File: config.mk
export PLATFORM = sky130hd
export DESIGN_NAME = fetch_unit
export DESIGN_NICKNAME = d
export VERILOG_FILES = /design/src/rtl/fetch_unit.sv
export SDC_FILE = /design/constraint.sdc
export NUM_CORES = 1
export LEC_CHECK = 0
export CORE_ASPECT_RATIO = 0.5
export CORE_MARGIN = 3
export CORE_UTILIZATION = 40
export CTS_BUF_LIST = sky130_fd_sc_hd__clkbuf_2
export DETAILED_ROUTE_END_ITERATION = 12
export PLACE_DENSITY_LB_ADDON = 0.3
export SETUP_SLACK_MARGIN = 0.1
export SYNTH_ARGS = -nofsm -noshare
export SYNTH_HDL_FRONTEND = slang
export SYNTH_SLANG_ARGS = --single-unit
export TNS_END_PERCENT = 1
File: constraint.sdc
create_clock -name clk -period 2.2 [get_ports clk]
set_input_delay 0.33 -clock clk [delete_from_list [all_inputs] [get_ports clk]]
set_output_delay 0.33 -clock clk [all_outputs]
set_load 0.005 [all_outputs]
File: src/rtl/fetch_unit.sv
// Instruction fetch: owns the PC, drives the imem read, and fills the IF/ID register. Optional BTB via FETCH_BTB_EN.
// Latency: with zero-wait memory a word requested in cycle n is in IF/ID after edge n; redirect_pc is the address in cycle n+1.
// Backpressure: a stall with a word in flight parks it in a one-entry hold buffer, and no new request issues until the stall drops.
module fetch_unit #(
    parameter int                   WORD_SIZE = 16,
    parameter logic [WORD_SIZE-1:0] RESET_PC  = '0
) (
    input  logic                 clk,
    input  logic                 reset_n,
    output logic                 i_mem_read,
    output logic [WORD_SIZE-1:0] i_address,
    input  logic [WORD_SIZE-1:0] i_data,
    input  logic                 i_ready,
    input  logic                 stall,
    input  logic                 redirect,
    input  logic [WORD_SIZE-1:0] redirect_pc,
    input  logic                 halt,
    input  logic                 btb_update,
    input  logic [WORD_SIZE-1:0] btb_update_pc,
    input  logic [WORD_SIZE-1:0] btb_update_target,
    input  logic                 btb_update_taken,
    output logic [WORD_SIZE-1:0] ifid_inst,
    output logic [WORD_SIZE-1:0] ifid_pc,
    output logic [WORD_SIZE-1:0] ifid_next_pc,
    output logic                 ifid_valid
);

    typedef enum logic [1:0] {
        S_FETCH,
        S_HOLD,
        S_HALTED
    } state_t;

    localparam logic [WORD_SIZE-1:0] PC_INC = {{(WORD_SIZE-1){1'b0}}, 1'b1};

    state_t                 r_state;
    logic [WORD_SIZE-1:0]   r_pc;
    logic [WORD_SIZE-1:0]   r_hold_inst;
    logic [WORD_SIZE-1:0]   r_hold_pc;
    logic [WORD_SIZE-1:0]   r_hold_next_pc;
    logic [WORD_SIZE-1:0]   r_ifid_inst;
    logic [WORD_SIZE-1:0]   r_ifid_pc;
    logic [WORD_SIZE-1:0]   r_ifid_next_pc;
    logic                   r_ifid_valid;

    state_t                 w_state_nxt;
    logic [WORD_SIZE-1:0]   w_pc_nxt;
    logic [WORD_SIZE-1:0]   w_next_pc;
    logic                   w_ifid_vld_nxt;
    logic                   w_ifid_ld;
    logic                   w_ifid_from_hold;
    logic                   w_hold_ld;

`ifdef FETCH_BTB_EN
    localparam int TAG_W = WORD_SIZE - 2;

    logic [3:0]             r_btb_vld;
    logic [TAG_W-1:0]       r_btb_tag [4];
    logic [WORD_SIZE-1:0]   r_btb_tgt [4];
    logic [1:0]             w_btb_idx;
    logic                   w_btb_hit;

    assign w_btb_idx = r_pc[1:0];
    assign w_btb_hit = r_btb_vld[w_btb_idx] && (r_btb_tag[w_btb_idx] == r_pc[WORD_SIZE-1:2]);
    assign w_next_pc = w_btb_hit ? r_btb_tgt[w_btb_idx] : r_pc + PC_INC;

    // A not-taken update clears the entry, which also drops a stale matching prediction.
    always_ff @(posedge clk or negedge reset_n) begin
        if (!reset_n) begin
            r_btb_vld <= '0;
            for (int i = 0; i < 4; i++) begin
                r_btb_tag[i] <= '0;
                r_btb_tgt[i] <= '0;
            end
        end else if (btb_update) begin
            r_btb_vld[btb_update_pc[1:0]] <= btb_update_taken;
            r_btb_tag[btb_update_pc[1:0]] <= btb_update_pc[WORD_SIZE-1:2];
            r_btb_tgt[btb_update_pc[1:0]] <= btb_update_target;
        end
    end
`else
    logic w_unused_btb;

    assign w_unused_btb = ^{btb_update, btb_update_pc, btb_update_target, btb_update_taken};
    assign w_next_pc    = r_pc + PC_INC;
`endif

    assign i_address    = r_pc;
    assign i_mem_read   = reset_n && (r_state == S_FETCH);
    assign ifid_inst    = r_ifid_inst;
    assign ifid_pc      = r_ifid_pc;
    assign ifid_next_pc = r_ifid_next_pc;
    assign ifid_valid   = r_ifid_valid;

    // Priority: redirect > halt > stall > normal fetch; HALTED is only left by reset.
    always_comb begin
        w_state_nxt      = r_state;
        w_pc_nxt         = r_pc;
        w_ifid_vld_nxt   = r_ifid_valid;
        w_ifid_ld        = 1'b0;
        w_ifid_from_hold = 1'b0;
        w_hold_ld        = 1'b0;
        if (r_state == S_HALTED) begin
            w_ifid_vld_nxt = 1'b0;
        end else if (redirect) begin
            w_pc_nxt       = redirect_pc;
            w_ifid_vld_nxt = 1'b0;
            w_state_nxt    = S_FETCH;
        end else if (halt && r_ifid_valid) begin
            w_ifid_vld_nxt = 1'b0;
            w_state_nxt    = S_HALTED;
        end else if (r_state == S_HOLD) begin
            if (!stall) begin
                w_ifid_ld        = 1'b1;
                w_ifid_from_hold = 1'b1;
                w_ifid_vld_nxt   = 1'b1;
                w_pc_nxt         = r_hold_next_pc;
                w_state_nxt      = S_FETCH;
            end
        end else if (i_ready) begin
            if (stall) begin
                w_hold_ld   = 1'b1;
                w_state_nxt = S_HOLD;
            end else begin
                w_ifid_ld      = 1'b1;
                w_ifid_vld_nxt = 1'b1;
                w_pc_nxt       = w_next_pc;
            end
        end else if (!stall) begin
            w_ifid_vld_nxt = 1'b0;
        end
    end

    always_ff @(posedge clk or negedge reset_n) begin
        if (!reset_n) begin
            r_state        <= S_FETCH;
            r_pc           <= RESET_PC;
            r_hold_inst    <= '0;
            r_hold_pc      <= '0;
            r_hold_next_pc <= '0;
            r_ifid_inst    <= '0;
            r_ifid_pc      <= '0;
            r_ifid_next_pc <= '0;
            r_ifid_valid   <= 1'b0;
        end else begin
            r_state      <= w_state_nxt;
            r_pc         <= w_pc_nxt;
            r_ifid_valid <= w_ifid_vld_nxt;
            if (w_hold_ld) begin
                r_hold_inst    <= i_data;
                r_hold_pc      <= r_pc;
                r_hold_next_pc <= w_next_pc;
            end
            if (w_ifid_ld) begin
                if (w_ifid_from_hold) begin
                    r_ifid_inst    <= r_hold_inst;
                    r_ifid_pc      <= r_hold_pc;
                    r_ifid_next_pc <= r_hold_next_pc;
                end else begin
                    r_ifid_inst    <= i_data;
                    r_ifid_pc      <= r_pc;
                    r_ifid_next_pc <= w_next_pc;
                end
            end
        end
    end

endmodule

Yosys cells after proc, flatten, opt, wreduce, memory -nomap -nowiden
Index checks and enable logic that the tools add are counted.

storage, ports and cells
  output and inout bits = 66
  input port bits = 72
  bits in registers = 115
  logic and storage cells = 63

cells by class
  muxes and demuxes = 38
  bitwise logic cells = 1
  $add $sub $neg = 1
  equal/unequal tests = 6
  reductions and logical operators = 8

operators by type and width
  kind                   number
  $mux 16                9
  $mux 1                 23
  $add 16x1->16 const B  1
  $mux 2                 6
  $reduce_and 4->1       2
  $reduce_bool 4->1      2
  $ne 6x2->1 const B     1
  $ne 4x4->1 const B     1
  $reduce_bool 3->1      1
  $eq 2x1->1 const B     1
  $eq 2x2->1 const B     1
  $logic_and 1x1->1      2
  $logic_not 2->1        1
  $ne 2x1->1 const B     1
  $ne 2x2->1 const B     1
  $not 1->1              1

Longest topological paths before layout
  depth in word-level cells = 6
  mapped depth = 7
  depth with buffers taken out = 6

Worst setup path after synthesis
Ideal clock, no wire load.

  path type = input -> register
  start = input port redirect
  end = register r_hold_pc[12]
  library setup time = 0.128 ns
  buffers on the path = 2
  arrival = 1.781 ns
  stages = 5
  required time = 2.072 ns
  setup slack = 0.291 ns
  cells stage by stage = clkbuf_1 > a21o_1 > nor4_4 > buf_6 > mux2_1

between the ends
  longest elaborated chain between the ends = 2

RTL lines
  element               line  text
  from (decl)           15    input logic redirect,
  $mux 1                105   end else if (redirect) begin
  $mux 1                103   if (r_state == S_HALTED) begin
  to (signal assigned)  151   r_hold_pc <= r_pc;
  to (decl)             39    logic [WORD_SIZE-1:0] r_hold_pc;

No other way between the ends.
A chain may end at the register's enable or synchronous reset.

Worst setup path after layout
  start = register r_pc[14], in the netlist i_address[14]
  end = output port i_address[14]

RTL lines
  element                 line  text
  from (decl)             37    logic [WORD_SIZE-1:0] r_pc;
  from (signal assigned)  147   r_pc <= w_pc_nxt;
  to (decl)               11    output logic [WORD_SIZE-1:0] i_address,

No word-level cell between the ends.

==> impl_metrics.ini <==
[setup_path]
cp-start-kind = flop
crit_chain = clkdlybuf4s50_1
regToRegStartpoint = r_state[0]
cp_max_fo = 7
cp-end-kind = output port
ff2ff_path_depth = 7
cpMaxStageDelayCell = clkdlybuf4s50_1
cp.depth = 1
reg2reg_to = i_address[0]
worstPathRequired_ps = 1870
path_class = flop to output port
crit_path_start = i_address[14]
crit_path_max_incr_delay_ps = 560
crit_buf_inv = 1
endpoint = i_address[14]
crit_family = buffers and inverters
regToRegSetupSlack_ps = 280
cp.arrival_ps = 1720

[yosys]
synthMuxAreaShare = 0.0924
synth_fa_ha_area_frac = 0.00230
synthDistinctLibCells = 49
ys_seq_area_frac = 0.529
ys_top_cells_by_count = 115 x dfrtp_1, 93 x nand2_1, 66 x nor2_1, 36 x a31oi_1, 36 x mux2_1
synth.area.top_cells = dfrtp_1 53%, mux2_1 7.4%, nand2_1 6.4%
yosysMostFrequentCell = dfrtp_1
synthXorXnorAreaFrac = 0.0161
yosysWarnings = 0
syn-cell-area_sq_um = 5440
ys_seq_elements = 115
synth_top_family_by_area = simple AND/OR/NAND/NOR gates
synthSimpleGateAreaFrac = 0.166
syn_inst = 548
synth_compound_area_frac = 0.154
synthArstFlopShare = 1.00
synth_area_per_cell_sq_um = 9.93
synth-edff-count = 0
synth_top_area_cell = dfrtp_1
syn-num-nets = 621
ys.flop_type = dfrtp_1
yosys.area.top_type_share = 0.529

[clocking]
numCtsBuffers = 17
cts-root-buf = clkbuf_2
clk_pin_slew_ps = 200
cts_buffer_depth = 2
clock-sinks = 115
cts_tree = done
clk_latency_ps = 650
htree_num_levels = 4

[layout]
layout-drive-gt1-share = 0.140
fillers = 1130
syn_to_final_growth_pct = 33.0
nets = 755
diodes = 0
finalNonFillerCells = 864

[floorplanning]
die-width_um = 171
fp.dieH_um = 88.5
core_sq_um = 13000
io_pins = 138
start_util = 0.419
die_area_sq_um = 15100
row_count = 29

[power]
power.share.clock = 0.170
combPwrFrac = 0.432
p_per_area_nw_per_um2 = 1290
p_int_uw = 6140
p_switching_uw = 3230
vdd_ir_drop_max_uv = 495
p_sw_frac = 0.345
power.leakage_uw = 0.00311
power_frac_seq = 0.398

[route]
viasPerCell = 5.28
wl_per_cell_um = 16.1
wl_mm = 13.9
route.vias.total = 4565
drc = 0
first_iter_violations = 324
drt_pass1_iterations = 5
ant_nets = 0

[global_route]
grt_pass1_wl_mm = 22.4
gr-usage-all-layers = 0.189
antenna_found_initial = 0
grt_overflow = 0
grt_pass1_vias = 4348
grt_max_degree = 116

[sta]
finalSetupViolCount = 0
period_share = 0.933
timing.hold.ws_ps = 229
skew_ps = 36.7
relSlewSlack = 0.591
layout_setup_ws_ps = 147
drv_slew = 0
setup_tns_ps = 0
hold_violations = 0
min_period_ps = 2050
max_freq_mhz = 487
rsz0062_at_grt = yes
tightestPinTransition_ps = 613

[place]
globalplace.congestion = 0.818
port_buffers = 103
dpl.cell_count = 827
preCtsSetupSlack_ps = 27.4
hpwl_mm = 9.50

[flow_run]
cap_violations = 0

[status]
status = completed

[worst_hold_path]
hold_path.class = input port to flop
==> power groups by stage <==
stage          combinational, uW  clock, uW  sequential (uW)
3_3_place_gp                3870          0             3740
5_1_grt                     4470       1740             3870
2_1_floorplan               1850          0             3770
6_report                    4050       1590             3730
3_5_place_dp                3940          0             3780
4_1_cts                     4020       1640             3720
==> cell usage in the layout, fill, tap and decap left out, drive strengths merged, types with 5 or more instances in the layout <==
cell type | Yosys | layout
and2 | 6 | 6
nor2 | 67 | 67
inv | 9 | 11
o21ai | 28 | 28
clkdlybuf4s50 | 0 | 101
clkbuf | 14 | 18
a21o | 6 | 6
dfrtp | 115 | 115
a31oi | 36 | 36
a21oi | 22 | 22
o21a | 5 | 5
a221oi | 7 | 7
mux2 | 42 | 42
nand3 | 9 | 9
xnor2 | 8 | 8
nand4 | 5 | 5
buf | 21 | 47
nand2 | 93 | 93
==> worst min path at each step <==
| stage | start | to | depth (start not counted) | slack [ps] |
|---|---|---|---|---|
| final | i_data[0] | ifid_inst[0] | 3 | 230 |
| after global routing | i_data[3] | ifid_inst[3] | 3 | 130 |
| after CTS | i_data[0] | ifid_inst[0] | 3 | 170 |
| after detailed placement | r_hold_next_pc[9] | r_hold_next_pc[9] | 1 | 470 |
| after global placement | r_hold_next_pc[9] | r_hold_next_pc[9] | 1 | 460 |
| after floorplan | reset_n | i_address[0] | 0 | 30 |
==> layout make-up <==
type,count,area (sq um),share of cell area
Sequential cell,115,2880,0.398
Multi-Input combinational cell,389,2360,0.326
Timing Repair Buffer,150,1480,0.204
Tap cell,170,213,0.0294
Clock inverter,13,184,0.0254
Clock buffer,18,90.1,0.0124
Inverter,9,33.8,0.00467
==> state kept, by name, indices dropped and copies added, names as in the netlist <==
register        flops
i_address          16
ifid_inst          16
ifid_next_pc       16
ifid_pc            16
r_hold_inst        16
r_hold_next_pc     16
r_hold_pc          16
r_state             2
ifid_valid          1
==> timing repair <==
action                                 CTS  global route
hold buffers                             1             0
gates resized for setup                  6             7
endpoints found under the hold margin  115             0
setup endpoints to repair                6            17
buffers inserted                         3             2
==> cell families (layout without fill, tap and decap cells) <==
group | count (synthesis) | in the layout
AO/OA/AOI/OAI | 131 | 131
XOR/XNOR | 10 | 10
adder cells (fa/ha/maj) | 1 | 1
buffers and inverters | 44 | 190
flip-flops | 115 | 115
multiplexers | 45 | 45
AND/OR/NAND/NOR | 202 | 202
==> through the flow <==
| step | utilization | area [sq um] | total power [uW] |
|---|---|---|---|
| 2_1_floorplan | - | 5440 | 5620 |
| 5_1_grt | 0.557 | 7240 | 10100 |
| 3_3_place_gp | 0.530 | 6890 | 7610 |
| 4_1_cts | 0.554 | 7200 | 9390 |
| 3_5_place_dp | 0.530 | 6890 | 7730 |
| 6_report | 0.557 | 7240 | 9370 |
==> routing by layer <==
metal | vias up | GRT usage | part of all wire
li1 | 2213 | - | -
met1 | 2199 | 0.264 | 0.48
met2 | 142 | 0.301 | 0.46
met3 | 11 | 0.0379 | 0.047
met4 | 0 | 0.0613 | 0.0095
met5 | - | 0 | 0
Note: power is estimated with default switching activity, not from simulation.
